<file path="config.mk">
export PLATFORM = sky130hd
export DESIGN_NAME = ln_calculator_vec
export DESIGN_NICKNAME = d
export VERILOG_FILES = /design/src/rtl/ln_calculator_vec.sv
export SDC_FILE = /design/constraint.sdc
export NUM_CORES = 2
export LEC_CHECK = 0
export CAP_MARGIN = 20
export CORE_ASPECT_RATIO = 0.9
export CORE_UTILIZATION = 57
export CTS_BUF_LIST = sky130_fd_sc_hd__clkbuf_2
export DETAILED_ROUTE_END_ITERATION = 12
export GPL_TIMING_DRIVEN = 0
export PLACE_DENSITY = 0.8
export SYNTH_ARGS = -nofsm -noshare
export SYNTH_HDL_FRONTEND = slang
export SYNTH_SLANG_ARGS = --single-unit
</file>
<file path="constraint.sdc">
create_clock -name i_clk -period 10.3 [get_ports i_clk]
set_input_delay 1.545 -clock i_clk [delete_from_list [all_inputs] [get_ports i_clk]]
set_output_delay 1.545 -clock i_clk [all_outputs]
set_load 0.01 [all_outputs]
</file>
<file path="src/rtl/ln_calculator_vec.sv">
// ln_calculator_vec
// Vector natural-log unit: N independent lanes, each taking a signed
// fixed-point operand (FRAC fractional bits) and producing ln(x) in the
// same format. All lanes share one valid pipeline. Fixed latency of three
// cycles after the sampling edge, one vector accepted every cycle.
//
// Ports
//   i_clk    rising-edge clock
//   i_rst    asynchronous active-high reset
//   i_valid  input vector valid (no backpressure)
//   i_data   N lanes x BIT_WIDTH signed operands, lane g at [g*BIT_WIDTH +: BIT_WIDTH]
//   o_ln     N lanes x BIT_WIDTH signed ln results, same packing as i_data
//   o_err    per-lane flag, set when the operand was <= 0
//   o_valid  o_ln / o_err carry a new result this cycle
//
// Pipeline ranks: operand register, normalisation (k, mantissa),
// ROM + interpolation (ln(m) at 16 fraction bits), combine/round/saturate.
// The output rank only loads on a valid result, so outputs hold during gaps.
module ln_calculator_vec #(
    parameter int N         = 4,
    parameter int BIT_WIDTH = 16,
    parameter int FRAC      = 12
) (
    input  logic                   i_clk,
    input  logic                   i_rst,
    input  logic                   i_valid,
    input  logic [N*BIT_WIDTH-1:0] i_data,
    output logic [N*BIT_WIDTH-1:0] o_ln,
    output logic [N-1:0]           o_err,
    output logic                   o_valid
);

    // Mantissa fraction width: the leading one of a positive operand is
    // shifted up to bit BIT_WIDTH-1, leaving BIT_WIDTH-1 fraction bits.
    localparam int MF      = BIT_WIDTH - 1;
    localparam int REM_W   = MF - 6;
    localparam int PROD_W  = 16 + REM_W;
    localparam int K_W     = $clog2(BIT_WIDTH) + 2;
    localparam int SUM_W   = BIT_WIDTH + 8;
    localparam int LN_FRAC = 16;
    localparam int SH      = LN_FRAC - FRAC;

    // ln(2) at 16 fraction bits; the FRAC-bit constant is derived from it
    // by round-half-up, then re-expanded so k*LN2 stays an exact multiple
    // of the output LSB (powers of two come out exact).
    localparam logic [15:0] LN2_Q16 = 16'd45426;
    localparam int LN2 = (45426 + (1 << (SH - 1))) >> SH;
    localparam logic signed [SUM_W-1:0] LN2_EXT = SUM_W'(LN2 << SH);
    localparam logic signed [SUM_W-1:0] ROUND   = SUM_W'(1 << (SH - 1));
    localparam logic signed [BIT_WIDTH-1:0] LN_MIN = {1'b1, {(BIT_WIDTH-1){1'b0}}};
    localparam logic signed [BIT_WIDTH-1:0] LN_MAX = {1'b0, {(BIT_WIDTH-1){1'b1}}};

    // round(ln(1 + i/64) * 65536), i = 0..63; the entry for i = 64 is ln(2).
    localparam logic [15:0] LN_ROM [64] = '{
        16'd0,     16'd1016,  16'd2017,  16'd3002,  16'd3973,  16'd4930,  16'd5873,  16'd6802,
        16'd7719,  16'd8623,  16'd9515,  16'd10394, 16'd11262, 16'd12119, 16'd12965, 16'd13800,
        16'd14624, 16'd15438, 16'd16242, 16'd17037, 16'd17821, 16'd18597, 16'd19364, 16'd20121,
        16'd20870, 16'd21611, 16'd22343, 16'd23067, 16'd23783, 16'd24492, 16'd25193, 16'd25886,
        16'd26573, 16'd27252, 16'd27924, 16'd28589, 16'd29248, 16'd29900, 16'd30546, 16'd31185,
        16'd31818, 16'd32445, 16'd33067, 16'd33682, 16'd34292, 16'd34896, 16'd35494, 16'd36087,
        16'd36675, 16'd37258, 16'd37835, 16'd38407, 16'd38975, 16'd39537, 16'd40095, 16'd40648,
        16'd41196, 16'd41740, 16'd42280, 16'd42815, 16'd43345, 16'd43872, 16'd44394, 16'd44912
    };

    // Shared valid pipeline: bit 0 = operand rank, bit 3 = output rank.
    logic [3:0] valid_q, valid_d;

    always_comb begin
        valid_d = {valid_q[2:0], i_valid};
    end

    always_ff @(posedge i_clk or posedge i_rst) begin
        if (i_rst) begin
            valid_q <= '0;
        end else begin
            valid_q <= valid_d;
        end
    end

    assign o_valid = valid_q[3];

    for (genvar g = 0; g < N; g++) begin : g_lane
        logic signed [BIT_WIDTH-1:0] x_q, x_d;
        logic signed [K_W-1:0]       k1_q, k1_d, k2_q, k2_d;
        logic [MF-1:0]               frac1_q, frac1_d;
        logic                        err1_q, err1_d, err2_q, err2_d, err3_q, err3_d;
        logic [16:0]                 lnm2_q, lnm2_d;
        logic [BIT_WIDTH-1:0]        ln3_q, ln3_d;
        int                          msb;
        logic [5:0]                  idx;
        logic [REM_W-1:0]            rem;
        logic [15:0]                 rom_lo, rom_hi;
        logic [PROD_W-1:0]           prod;
        logic signed [SUM_W-1:0]     sum, rnd;

        always_comb begin
            x_d = i_data[g*BIT_WIDTH +: BIT_WIDTH];

            // Leading-one detect; the last hit in the loop is the MSB.
            // Non-positive operands are flagged and carry a zero mantissa.
            msb = 0;
            for (int b = 0; b < BIT_WIDTH - 1; b++) begin
                if (x_q[b]) msb = b;
            end
            err1_d  = (x_q <= 0);
            k1_d    = err1_d ? '0 : K_W'(msb - FRAC);
            frac1_d = err1_d ? '0 : MF'($unsigned(x_q) << (MF - msb));

            // Interpolate between adjacent ROM points using the low
            // mantissa bits; the top segment interpolates towards ln(2).
            idx    = frac1_q[MF-1 -: 6];
            rem    = frac1_q[REM_W-1:0];
            rom_lo = LN_ROM[idx];
            rom_hi = (idx == 6'd63) ? LN2_Q16 : LN_ROM[idx + 6'd1];
            prod   = PROD_W'(rom_hi - rom_lo) * PROD_W'(rem);
            lnm2_d = 17'(PROD_W'(rom_lo) + (prod >> REM_W));
            k2_d   = k1_q;
            err2_d = err1_q;

            // Combine at 16 fraction bits, round half-up, then saturate.
            sum = SUM_W'(k2_q) * LN2_EXT + SUM_W'(signed'({1'b0, lnm2_q}));
            rnd = (sum + ROUND) >>> SH;

            ln3_d  = ln3_q;
            err3_d = err3_q;
            if (valid_q[2]) begin
                err3_d = err2_q;
                if (err2_q) begin
                    ln3_d = LN_MIN;
                end else if (rnd < SUM_W'(LN_MIN)) begin
                    ln3_d = LN_MIN;
                end else if (rnd > SUM_W'(LN_MAX)) begin
                    ln3_d = LN_MAX;
                end else begin
                    ln3_d = rnd[BIT_WIDTH-1:0];
                end
            end
        end

        always_ff @(posedge i_clk or posedge i_rst) begin
            if (i_rst) begin
                x_q     <= '0;
                k1_q    <= '0;
                frac1_q <= '0;
                err1_q  <= 1'b0;
                k2_q    <= '0;
                lnm2_q  <= '0;
                err2_q  <= 1'b0;
                ln3_q   <= '0;
                err3_q  <= 1'b0;
            end else begin
                x_q     <= x_d;
                k1_q    <= k1_d;
                frac1_q <= frac1_d;
                err1_q  <= err1_d;
                k2_q    <= k2_d;
                lnm2_q  <= lnm2_d;
                err2_q  <= err2_d;
                ln3_q   <= ln3_d;
                err3_q  <= err3_d;
            end
        end

        assign o_ln[g*BIT_WIDTH +: BIT_WIDTH] = ln3_q;
        assign o_err[g]                       = err3_q;
    end

endmodule

</file>
==> results.toml <==
[timing]
final_max_slew_viol_count = 0
tightestPinTransition_ns = 1.07
setup_viol = 12
max_freq_mhz = 93.0
slew_headroom_pct = 28.0
period_minus_slack_ns = 10.76
timing.hold.ws_ns = 0.305
finalSetupTns_ns = -2.32
finClkSkew_ns = 0.0925
hold_violations = 0
fin_ws_ns = -0.458
rsz0062_at_grt = "yes"
finalCritPeriodShare_pct = 104

[worst_setup_path]
crit_path_start_kind = "flip-flop"
critPathArrivalTime_ns = 11.94
r2r_cells = 47
cp.required_ns = 11.48
crit_type = "flip-flop to flip-flop"
r2r_slack_ns = -0.46
cp_common_cell = "fa_1"
end_kind = "flip-flop"
crit_start = "g_lane[2].frac1_q[9]"
max_stage_delay_ns = 0.58
worst_r2r_endpoint = "g_lane[2].lnm2_q[15]"
critPathSlowestCell = "fa_1"
path_max_fanout = 8
reg2reg_from = "g_lane[2].frac1_q[9]"

[synthesis]
synth_top_family_by_area = "adder cells"
synth_most_common_cell = "inv_1"
avgSynthCellArea_um2 = 7.89
synthTopCellsByCount = "898 x inv_1, 703 x nand2_1, 609 x ha_1"
synthSimpleGateAreaFrac_pct = 19.5
synth_compound_area_share_pct = 20.6
synth_xor_area_share_pct = 4.52
yosys_warnings = 0
synth_top_area_share_pct = 18.3
synth-seq-cells = 300
synthMuxAreaShare_pct = 2.01
seq_area_frac_synth_pct = 13.0
synth_edf_count = 0
ys_types = 106
synthFlopType = "dfrtp_1"
synth_top_area_cell = "fa_1"
synth_area_leaders = "fa_1 18%, ha_1 13%, dfrtp_1 13%"
synthArstFlopShare_pct = 100
syn_area_um2 = 57700
synthAdderAreaFrac_pct = 31.6
synthCells = 7305

[placed_design]
dp.cells = 8796
hpwlAfterDp_um = 153000
gp_congestion = 1.02
placed_area_um2 = 61000
numPortBuffers = 135

[route]
antenna_left = 0
post_drt_wl_per_cell_um = 22.8
first_pass_iters = 9
vias_per_cell = 6.43
wl_um = 210000
drc = 0
vias = 59400
drt_iter0_markers = 7169

[global_routing]
gr-total-overflow = 0
grt_pass1_vias = 57300
antenna_found_initial = 9
grt_usage_pct = 39.1
grt_pass1_wl_um = 318000
grt_start_max_net_pins = 44

[clock_tree]
root_buffer = "clkbuf_2"
ctsLongestPathBuffers = 3
clk_pin_slew_ns = 0.16
postCtsHoldBufs = 0
h-tree-depth = 3
cts_sinks = 300
cts_buffers = 84
cts_tree = "built"
insertion_delay_ns = 1.32

[cells_and_area]
final_net_count = 9031
fillers = 7873
areaGrowthSynthToFinish_pct = 19.6
instances_no_fill = 9237
stdcell_area_um2 = 68900
final_layout_size_suffix_gt1_share_pct = 16.4

[floorplanning]
initial_core_util_pct = 57.6
die_x_um = 337
core_region_area_um2 = 100000
dieArea_um2 = 102000
num_rows = 110
io_pins = 136
dieHeight_um = 304

[worst_hold_path]
holdPathStages = 0
hp-class = "flip-flop to flip-flop"
hp-start = "g_lane[2].k1_q[4]"
worstHoldEndpoint = "g_lane[2].k2_q[4]"

[run_status]
violations = "setup timing"
status = "complete, but fails checks"

[flow_run]
maxCapViolCount = 0
==> critical path: cells and delay by family (launching register included) <==
kind	cells	cell delay, ns
adders and majority gates	9	3.61
AOI/OAI and AO/OA	16	3.57
buffers and inverters	11	1.37
and+or+nand+nor	7	0.76
xor gates and xnor gates	3	0.52
DFF	1	0.46
muxes	1	0.29
==> timing repair <==
action                                  in CTS  in global routing
gates resized for setup                    730                482
pin swaps                                  180                288
endpoints found under the setup margin      56                 43
cloned                                       3                  1
buffers inserted                           169                137
==> sequential cells by signal (all words and copies together), names as in the netlist <==
signal          flops
g_lane.frac1_q     60
g_lane.err2_q       4
g_lane.k1_q        20
g_lane.ln3_q       64
g_lane.err1_q       4
g_lane.err3_q       4
valid_q             4
g_lane.x_q         64
g_lane.k2_q        20
g_lane.lnm2_q      56
==> cell families after synthesis <==
| kind of cell | count (synthesis) |
|---|---|
| AO/OA/AOI/OAI | 1795 |
| XOR/XNOR | 296 |
| other | 1 |
| AND/OR/NAND/NOR | 2349 |
| adder cells (fa/ha/maj) | 1138 |
| multiplexers | 85 |
| buffers and inverters | 1341 |
| flip-flops | 300 |
==> placed cells by master, fill, tap and decap left out, types with 26 or more instances in the layout <==
master and count:
ha_1 547, nand2_2 38, a21oi_1 426, a21o_1 78, buf_6 36, clkbuf_1 185
o2bb2ai_1 47, and3_1 49, nand2_1 658, clkdlybuf4s50_1 135, o22ai_1 28, nand3_1 189
nor3_1 157, dfrtp_1 284, mux2i_1 47, clkbuf_2 181, fa_1 518, a21oi_2 43
o21bai_1 35, o21ai_0 323, o211ai_1 90, xor2_1 58, a211oi_1 94, ha_4 50
nor2_1 510, and2_1 287, o311ai_0 30, xnor2_4 27, nand4_1 34, xnor2_1 167
o31ai_1 28, a31oi_1 90, a311oi_1 43, nand2b_1 85, clkbuf_4 28, buf_4 303
o21a_1 60, inv_1 863, inv_2 26, nor2b_1 81
==> worst max-delay path by stage <==
stage,endpoint,slack [ns],cells past startpoint
2_1_floorplan,g_lane[0].lnm2_q[16],0.009,48
3_3_place_gp,g_lane[3].lnm2_q[15],-2.86,44
3_5_place_dp,g_lane[3].lnm2_q[16],-2.96,44
4_1_cts,g_lane[0].lnm2_q[16],0.0003,47
5_1_grt,g_lane[2].lnm2_q[15],-0.66,47
6_report,g_lane[2].lnm2_q[15],-0.46,47
==> per-stage QoR <==
stage	utilization (%)	worst slack, ns
detailed placement	61.0	-2.96
global placement	60.8	-2.86
CTS	66.1	0.000292
finish	68.9	-0.458
global route	68.9	-0.663
floorplan	-	0.00917
==> per-layer routing <==
layer | share of wire (%) | GRT usage (%)
met5 | 0.033 | 0
met4 | 4.9 | 16.3
met1 | 39 | 52.9
met2 | 44 | 59.9
met3 | 11 | 9.29
==> layout make-up <==
| class | count | area (µm²) | area share [%] |
|---|---|---|---|
| antenna | 8 | 20.0 | 0.0290 |
| buffer | 408 | 2630 | 3.81 |
| clock buffer | 118 | 591 | 0.857 |
| clock inverter | 26 | 205 | 0.298 |
| inverter | 913 | 3550 | 5.14 |
| multi-input combinational | 5668 | 48700 | 70.7 |
| sequential | 300 | 7530 | 10.9 |
| tap | 1344 | 1680 | 2.44 |
| timing repair buffer | 452 | 4010 | 5.82 |
Power is left out: the tool's default activity adds up to more than one toggle a clock period on the data nets, which glitch-free logic cannot reach.
